`config.mk`:
```
export PLATFORM = sky130hd
export DESIGN_NAME = clock_tick_scheduler
export DESIGN_NICKNAME = d
export VERILOG_FILES = /design/src/rtl/clock_tick_scheduler.sv
export SDC_FILE = /design/constraint.sdc
export NUM_CORES = 1
export LEC_CHECK = 0
export BUFFER_PORTS_ARGS = -buffer_cell sky130_fd_sc_hd__buf_2
export CORE_MARGIN = 2
export CORE_UTILIZATION = 51
export CTS_CLUSTER_DIAMETER = 60
export DETAILED_ROUTE_END_ITERATION = 10
export GPL_ROUTABILITY_DRIVEN = 1
export PLACE_DENSITY = 0.85
export RECOVER_POWER = 25
export SYNTH_ARGS = -nofsm -noshare
export SYNTH_HDL_FRONTEND = slang
export SYNTH_SLANG_ARGS = --single-unit
```
`constraint.sdc`:
```
create_clock -name clkMSec -period 1.66 [get_ports clkMSec]
set_input_delay 0.332 -clock clkMSec [delete_from_list [all_inputs] [get_ports clkMSec]]
set_output_delay 0.332 -clock clkMSec [all_outputs]
set_load 0.01 [all_outputs]
```
`src/rtl/clock_tick_scheduler.sv`:
```
// Timebase and request scheduler for the clock's minutes/hours counters.
// Divides clkMSec into seconds and minutes, edge-detects set-mode buttons and
// turns both sources into single-cycle changeMin / changeHourSet pulses that
// are spaced so the downstream counter FSMs are back in IDLE before the next.
// Optional feature: define AUTOREPEAT_EN to build per-button hold counters that
// re-issue requests while a button is held in set mode.
module clock_tick_scheduler #(
  parameter int MS_PER_SEC  = 1000,
  parameter int SEC_PER_MIN = 60,
  parameter int MIN_GAP     = 4,
  parameter int HOLD_MS     = 500,
  parameter int REPEAT_MS   = 200
) (
  input  logic       clkMSec,
  input  logic       resetN,
  input  logic       runEn,
  input  logic       setMode,
  input  logic       btnMin,
  input  logic       btnHour,
  input  logic       clrOverrun,
  output logic       changeMin,
  output logic       changeHourSet,
  output logic [5:0] secCount,
  output logic       overrun
);

  localparam int MS_W  = (MS_PER_SEC > 1) ? $clog2(MS_PER_SEC) : 1;
  localparam int GAP_W = $clog2(MIN_GAP);

  // The hold-counter reload needs REPEAT_MS <= HOLD_MS; secCount is 6 bits wide.
  if (MS_PER_SEC < 2 || SEC_PER_MIN < 2 || SEC_PER_MIN > 64 || MIN_GAP < 3 ||
      HOLD_MS < 1 || REPEAT_MS < 1 || REPEAT_MS > HOLD_MS) begin : g_bad_params
    $error("clock_tick_scheduler: unsupported parameter set");
  end

  typedef enum logic [1:0] {IDLE, PULSE_MIN, PULSE_HOUR, GAP} state_t;

  state_t             state_q, state_d;
  logic [GAP_W-1:0]   gap_cnt_q, gap_cnt_d;
  logic [MS_W-1:0]    ms_cnt_q, ms_cnt_d;
  logic [5:0]         sec_cnt_q, sec_cnt_d;
  logic               btn_min_q, btn_hour_q;
  logic               min_req_q, min_req_d;
  logic               hour_req_q, hour_req_d;
  logic               overrun_q, overrun_d;
  logic               min_tick;
  logic               rep_min, rep_hour;
  logic               min_raise, hour_raise;

  // Timebase: count enabled milliseconds, roll seconds, flag the minute wrap.
  always_comb begin
    // NOTE: every combinational output gets a default first so no path can infer a latch.
    ms_cnt_d  = ms_cnt_q;
    sec_cnt_d = sec_cnt_q;
    min_tick  = 1'b0;
    if (setMode) begin
      ms_cnt_d  = '0;
      sec_cnt_d = '0;
    end else if (runEn) begin
      if (ms_cnt_q == MS_W'(MS_PER_SEC - 1)) begin
        ms_cnt_d = '0;
        if (sec_cnt_q == 6'(SEC_PER_MIN - 1)) begin
          sec_cnt_d = '0;
          min_tick  = 1'b1;
        end else begin
          sec_cnt_d = sec_cnt_q + 6'd1;
        end
      end else begin
        ms_cnt_d = ms_cnt_q + MS_W'(1);
      end
    end
  end

`ifdef AUTOREPEAT_EN
  localparam int HOLD_W = $clog2(HOLD_MS + 1);

  // Counter value k+1 means "held for k edges since the rising edge"; 0 means disarmed.
  function automatic logic [HOLD_W:0] hold_next(input logic lvl, input logic prev,
                                                input logic mode,
                                                input logic [HOLD_W-1:0] cnt);
    logic [HOLD_W-1:0] nxt;
    logic              rep;
    nxt = cnt;
    rep = 1'b0;
    if (!mode || !lvl) begin
      nxt = '0;
    end else if (!prev) begin
      nxt = HOLD_W'(1);
    end else if (cnt != '0) begin
      if (cnt == HOLD_W'(HOLD_MS)) begin
        rep = 1'b1;
        nxt = HOLD_W'(HOLD_MS + 1 - REPEAT_MS);
      end else begin
        nxt = cnt + HOLD_W'(1);
      end
    end
    return {rep, nxt};
  endfunction

  logic [HOLD_W-1:0] hold_min_q, hold_min_d, hold_hour_q, hold_hour_d;

  // Auto-repeat: advance both hold counters and emit repeat requests.
  always_comb begin
    {rep_min, hold_min_d}   = hold_next(btnMin, btn_min_q, setMode, hold_min_q);
    {rep_hour, hold_hour_d} = hold_next(btnHour, btn_hour_q, setMode, hold_hour_q);
  end

  // Hold counter registers.
  always_ff @(posedge clkMSec or negedge resetN) begin
    if (!resetN) begin
      hold_min_q  <= '0;
      hold_hour_q <= '0;
    end else begin
      hold_min_q  <= hold_min_d;
      hold_hour_q <= hold_hour_d;
    end
  end
`else
  assign rep_min  = 1'b0;
  assign rep_hour = 1'b0;
`endif

  assign min_raise  = min_tick | (setMode & btnMin & ~btn_min_q) | rep_min;
  assign hour_raise = (setMode & btnHour & ~btn_hour_q) | rep_hour;

  // Request latches and sticky overrun; a new request beats a same-edge clear.
  always_comb begin
    min_req_d  = min_raise  | (min_req_q  & (state_q != PULSE_MIN));
    hour_req_d = hour_raise | (hour_req_q & (state_q != PULSE_HOUR));
    overrun_d  = (min_raise & min_req_q) | (hour_raise & hour_req_q) |
                 (overrun_q & ~clrOverrun);
  end

  // Pulse sequencer: pick a pending request (minute first), pulse, then hold off.
  always_comb begin
    state_d   = state_q;
    gap_cnt_d = gap_cnt_q;
    case (state_q)
      IDLE: begin
        if (min_req_q)       state_d = PULSE_MIN;
        else if (hour_req_q) state_d = PULSE_HOUR;
      end
      PULSE_MIN, PULSE_HOUR: begin
        state_d   = GAP;
        gap_cnt_d = GAP_W'(MIN_GAP - 1);
      end
      GAP: begin
        if (gap_cnt_q == '0) state_d = IDLE;
        else                 gap_cnt_d = gap_cnt_q - GAP_W'(1);
      end
      default: state_d = IDLE;
    endcase
  end

  // State registers; reset drops any pulse in flight and every pending request.
  always_ff @(posedge clkMSec or negedge resetN) begin
    if (!resetN) begin
      state_q    <= IDLE;
      gap_cnt_q  <= '0;
      ms_cnt_q   <= '0;
      sec_cnt_q  <= '0;
      btn_min_q  <= 1'b0;
      btn_hour_q <= 1'b0;
      min_req_q  <= 1'b0;
      hour_req_q <= 1'b0;
      overrun_q  <= 1'b0;
    end else begin
      // NOTE: non-blocking assignments so every register samples pre-edge values.
      state_q    <= state_d;
      gap_cnt_q  <= gap_cnt_d;
      ms_cnt_q   <= ms_cnt_d;
      sec_cnt_q  <= sec_cnt_d;
      btn_min_q  <= btnMin;
      btn_hour_q <= btnHour;
      min_req_q  <= min_req_d;
      hour_req_q <= hour_req_d;
      overrun_q  <= overrun_d;
    end
  end

  assign changeMin     = (state_q == PULSE_MIN);
  assign changeHourSet = (state_q == PULSE_HOUR);
  assign secCount      = sec_cnt_q;
  assign overrun       = overrun_q;

endmodule
```
==> metrics, run 1 <==
CTS root buf=clkbuf_4; critical path arrival=1.85 ns; HPWL after detailed placement=2190 um; setup slack after placement=-0.0259 ns; synth top area cells=dfrtp_1, ha_1, a21oi_1, nand2_1, inv_1; fmax=616 MHz; commonest cells after routing, fill and taps aside=dfrtp_1, buf_4, buf_2, nand2_1; Final Setup Violations=0; CTS Sinks=25; grt total ovfl=0; Initial Utilization=54.5%; Final WS setup=0.0354 ns; area leader, netlist=dfrtp_1; die area=3100 um^2; ANT nets after route=0; Die Y=55.7 um; most common cell after layout, fill and taps aside=dfrtp_1; Hold Slack=0.121 ns; Die X=55.7 um; Final Max Tran Viols=0; Hold Crit Class=in2reg; Main synth FF type=dfrtp_1; initial detailed-routing violation count=42; synth unique cells=39; Post-Route WL=3170 um; Clk Latency, worst-skew pair=0.32 ns; antenna cells=0; Syn. warnings=0; number of synthesized flops with an enable pin=0; Worst setup SP type=flip-flop; CTS HTree Levels=1; Std-Cell Rows=18; minimum clock period=1.62 ns; first-pass GRT wire length=5020 um; Tot Pwr=1.56 mW; GPL Wtd Cong=0.853; most used cell, CP=buf_4; nets=187; Synth Net Count=152; Critical Path, Cell by Cell=ha_2 -> and3_4 -> buf_4 -> buf_4 -> and3_2 -> nor3_1; total global routing track utilization=20.4%; top cell type's share of synthesized area=45.9%; multi-input logic area=711 um^2; Pre-antenna DRT Iters=4; CTS max path bufs=2; WP buf/inv=2; layout cells sized above 1=29.8%; hold-fix buffers at CTS=0; crit-path max cell delay=0.42 ns; WS Path Type=reg2reg; Highest Signal Layer=met4; Critical-path top delay cell=dfrtp_1; Final Hold Fails=0; mean post-synth cell area=9.95 um^2; Critical Path Sink Type=flip-flop; final clock skew=0.00811 ns; initial antenna violation count=0; CP Data Required Time=1.88 ns; status=finished, final reports clean; Worst slew margin=11.7%; fin crit share=97.9%; setup_tns=0 ns; Boundary Pins=16; Seq/Total Area, Yosys=45.9%; DR WL/cell=15.8 um; core area=2500 um^2; Post-synth ARST share=100%; largest net degree at the start of global routing=26; Syn Inst Count=137; leakage power=0.744 nW; Synth Cell Area=1360 um^2; CP top delay family=simple AND/OR/NAND/NOR gates; wire length on met2=1740 um; Vias/cell=5.88; CTS buffer count=3; vias=1181; CP Max Fanout=5; FF/Latch Area=626 um^2; Seq cells post-synth=25; Slew @ Worst Pin=1.32 ns; vias in the first global route=1152; DR WL met3=161 um; Area Growth Syn to Fin=21.3%; M1 WL=1210 um; Power Dens Cells=944 nW/um^2; fillers=190; TritonCTS clock tree=yes; DR DRC count=0; Peak VDD IR=0.000891 V; IO Port Bufs=15; max-cap violations=0; Clk pin slew, worst setup/hold paths=0.14 ns
final timing paths:
path | startpoint | endpoint | slack [ns] | cells after the start
max | ms_cnt_q[0]$_DFFE_PN0P_ | ms_cnt_q[3]$_DFFE_PN0P_ | 0.04 | 6
min | btnMin | btn_min_q$_DFF_PN0_ | 0.12 | 1
max reg2reg | ms_cnt_q[0]$_DFFE_PN0P_ | ms_cnt_q[3]$_DFFE_PN0P_ | 0.04 | 6
min reg2reg | btn_hour_q$_DFF_PN0_ | hour_req_q$_DFF_PN0_ | 0.50 | 1
max in group asynchronous | resetN | hour_req_q$_DFF_PN0_ | 0.61 | 1
min in group asynchronous | resetN | secCount[2]$_DFFE_PN0P_ | 0.27 | 1
cell usage after synthesis (3+ instances only):
library cell and number:
inv_1 10, ha_1 8, nor2b_1 3, o21ai_0 5, nand2b_1 5, nor3_1 4
a21oi_1 11, or4_1 3, nand2_1 11, xor2_1 3, nand3_1 6, nor2_1 6
dfrtp_1 25
layout make-up:
cell class	count	share of cell area, %
clock buffer	4	1.59
timing repair buffer	34	13.0
inverter	10	2.27
tap	30	2.27
multi-input combinational	98	43.0
sequential	25	37.9
cell families (layout without fill, tap and decap cells):
logic type / after synthesis / count (layout) / synth area share (%)
simple gates: 55 / 55 / 24.1
compound gates: 27 / 27 / 12.1
flops: 25 / 25 / 45.9
buf+inv: 14 / 48 / 4.96
fa+ha+maj: 8 / 8 / 7.35
xor+xnor: 5 / 5 / 3.21
mux: 3 / 3 / 2.39
registers in the layout (all words and copies together), names as in the netlist:
signal and flops:
ms_cnt_q 10, min_req_q 1, gap_cnt_q 2, secCount 6, hour_req_q 1, state_q 2
btn_hour_q 1, overrun 1, btn_min_q 1
report_power, final:
part           switching (mW)  total [mW]  internal (mW)
registers              0.0690       0.767          0.698
clock network           0.182       0.276         0.0942
logic                   0.286       0.516          0.230
layer usage:
layer	global-route usage [%]	up-vias
met1	20.5	575
met5	0	-
met2	38.9	41
met3	5.81	8
li1	-	557
met4	8.36	0
worst register-to-register path, delay by kind of cell (launching register included):
family	cells	cell delay, ns
fa+ha+maj	1	0.20
buf+inv	2	0.27
flops	1	0.42
simple gates	3	0.65
per-stage QoR:
stage / utilization, % / instances / instance area [um^2]
after detailed placement: 61.3 / 189 / 1530
after floorplan: - / 137 / 1370
after CTS: 63.0 / 195 / 1570
final: 66.1 / 201 / 1650
after global placement: 61.3 / 189 / 1530
after global routing: 66.1 / 201 / 1650
what timing repair did:
item                       in CTS  in global routing
pin swaps                       0                  5
setup endpoints to repair       1                  4
setup buffers                   2                  6
gates resized for setup         0                  7
Power figures use the tool's default switching activity.
==> inputs of run 2 (changes only) <==
Settings changed: CORE_MARGIN 2 to default.
==> metrics, run 2 (synthesis gave the netlist of run 1 again) <==
fin crit share=97.7% (was 97.9%); Non-Filler Cell Area, Final=1620 um^2 (was 1650 um^2); Critical Path Sink Type=flip-flop (unchanged); WP buf/inv=0 (was 2); Clk pin slew, worst setup/hold paths=0.13 ns (was 0.14 ns); max reg flops=10 (unchanged); sw frac=33.1% (was 34.4%); initial antenna violation count=0 (unchanged); Final Hold Fails=0 (unchanged); HPWL after detailed placement=1990 um (was 2190 um); Hold Crit Class=in2reg (unchanged); CTS HTree Levels=1 (unchanged); Final Setup Violations=0 (unchanged); first-pass GRT wire length=4400 um (was 5020 um); IO Port Bufs=15 (unchanged); FF/Latch Area=626 um^2 (unchanged); CTS max path bufs=2 (unchanged); leakage power=0.720 nW (was 0.744 nW); Internal Power=1.02 mW (about the same); Boundary Pins=16 (unchanged); Peak VDD IR=0.000748 V (was 0.000891 V); Critical-path top delay cell=or4_1 (was dfrtp_1); GPL Wtd Cong=0.942 (was 0.853); Reg with most FFs=ms_cnt_q (unchanged); CTS buffer count=3 (unchanged); antenna cells=0 (unchanged); CP Max Fanout=7 (was 5); Reg power frac=50.4% (was 49.2%); CTS Sinks=25 (unchanged); Clk Latency, worst-skew pair=0.31 ns (was 0.32 ns); Die Y=53.7 um (was 55.7 um); fillers=198 (was 190); crit-path max cell delay=0.47 ns (was 0.42 ns); Final WS setup=0.0388 ns (was 0.0354 ns); CP top delay family=simple AND/OR/NAND/NOR gates (unchanged); Psw=0.504 mW (was 0.537 mW); Power Dens Cells=943 nW/um^2 (was 944 nW/um^2); critical path arrival=1.87 ns (was 1.85 ns); Die X=53.7 um (was 55.7 um); layout cells sized above 1=26.3% (was 29.8%); fmax=617 MHz (was 616 MHz); setup slack after placement=0.0227 ns (was -0.0259 ns); Vias/cell=5.83 (was 5.88); final clock skew=0.00269 ns (was 0.00811 ns); CP Data Required Time=1.91 ns (was 1.88 ns); DR DRC count=0 (unchanged); DP Cell Count=190 (was 189); multi-input logic area=703 um^2 (was 711 um^2); Pre-antenna DRT Iters=6 (was 4); grt total ovfl=0 (unchanged); commonest cells after routing, fill and taps aside=dfrtp_1, buf_4, buf_2, nand2_1, a21oi_1 (was dfrtp_1, buf_4, buf_2, nand2_1); WS Path Type=reg2reg (unchanged); core area=2500 um^2 (unchanged); nets=183 (was 187); die area=2880 um^2 (was 3100 um^2); Slew @ Worst Pin=1.28 ns (was 1.32 ns); minimum clock period=1.62 ns (about the same); Critical Path, Cell by Cell=ha_2 -> and3_4 -> nand3_4 -> or4_1 -> a21oi_1 (was ha_2 -> and3_4 -> buf_4 -> buf_4 -> and3_2 -> nor3_1); Area Growth Syn to Fin=18.5% (was 21.3%); placed cell areas=1540 um^2 (was 1530 um^2); Std-Cell Rows=18 (unchanged); DR WL/cell=13.6 um (was 15.8 um); total global routing track utilization=20.9% (was 20.4%); Logic pwr share=32.2% (was 33.1%); max-cap violations=0 (unchanged); Worst slew margin=14.6% (was 11.7%); Post-Route WL=2680 um (was 3170 um); vias=1149 (was 1181); initial detailed-routing violation count=21 (was 42); vias in the first global route=1070 (was 1152); Clk network pwr share=17.5% (was 17.7%); Worst setup SP type=flip-flop (unchanged); hold-fix buffers at CTS=0 (unchanged); Initial Utilization=54.5% (unchanged); CTS root buf=clkbuf_4 (unchanged); final cell count without fillers=197 (was 201); status=finished, final reports clean (unchanged); setup_tns=0 ns (unchanged); largest net degree at the start of global routing=26 (unchanged); most common cell after layout, fill and taps aside=dfrtp_1 (unchanged); ANT nets after route=0 (unchanged); TritonCTS clock tree=yes (unchanged); Final Max Tran Viols=0 (unchanged)
[run 2: final timing paths]
path                                    startpoint                       to  slack (ns)  cells past startpoint
max                        ms_cnt_q[0]$_DFFE_PN0P_  secCount[5]$_DFFE_PN0P_        0.04                      5
min                                         btnMin      btn_min_q$_DFF_PN0_        0.13                      1
max reg2reg                ms_cnt_q[0]$_DFFE_PN0P_  secCount[5]$_DFFE_PN0P_        0.04                      5
min reg2reg                   btn_hour_q$_DFF_PN0_     hour_req_q$_DFF_PN0_        0.46                      1
max in group asynchronous                   resetN  ms_cnt_q[7]$_DFFE_PN0P_        0.65                      1
min in group asynchronous                   resetN  secCount[4]$_DFFE_PN0P_        0.26                      1
[run 2: layout make-up]
type	instances	area share, %
Tap cell	30	2.32
Timing Repair Buffer	30	11.5
Clock buffer	4	1.63
Multi-Input combinational cell	98	43.5
Sequential cell	25	38.7
Inverter	10	2.32
[run 2: per-stage QoR]
step | hold WS (ns) | utilization, % | power [mW]
after floorplan | 0.0364 | - | 1.13
after global placement | 0.343 | 61.6 | 1.23
after detailed placement | 0.356 | 61.6 | 1.27
after CTS | 0.000499 | 63.0 | 1.54
after global routing | 0.114 | 64.6 | 1.63
final | 0.126 | 64.6 | 1.52
[run 2: per-layer routing]
| layer | up-vias | track usage [%] | share of wire, % |
|---|---|---|---|
| li1 | 547 | - | - |
| met1 | 564 | 23.7 | 44 |
| met2 | 32 | 37.7 | 50 |
| met3 | 6 | 5.65 | 4.1 |
| met4 | 0 | 6.58 | 1.8 |
| met5 | - | 0 | 0 |
[run 2: repair_timing]
action,in CTS,in global routing
endpoints found under the hold margin,0,0
endpoints found under the setup margin,1,5
pin swaps,0,1
buffers inserted,0,3
gates resized for setup,1,4
[run 2: power groups by stage]
stage | Sequential (mW) | Clock [mW] | Combinational, mW
after floorplan | 0.764 | 0 | 0.369
after global placement | 0.773 | 0 | 0.460
final | 0.767 | 0.266 | 0.490
after CTS | 0.769 | 0.274 | 0.495
after global routing | 0.777 | 0.295 | 0.561
after detailed placement | 0.782 | 0 | 0.490
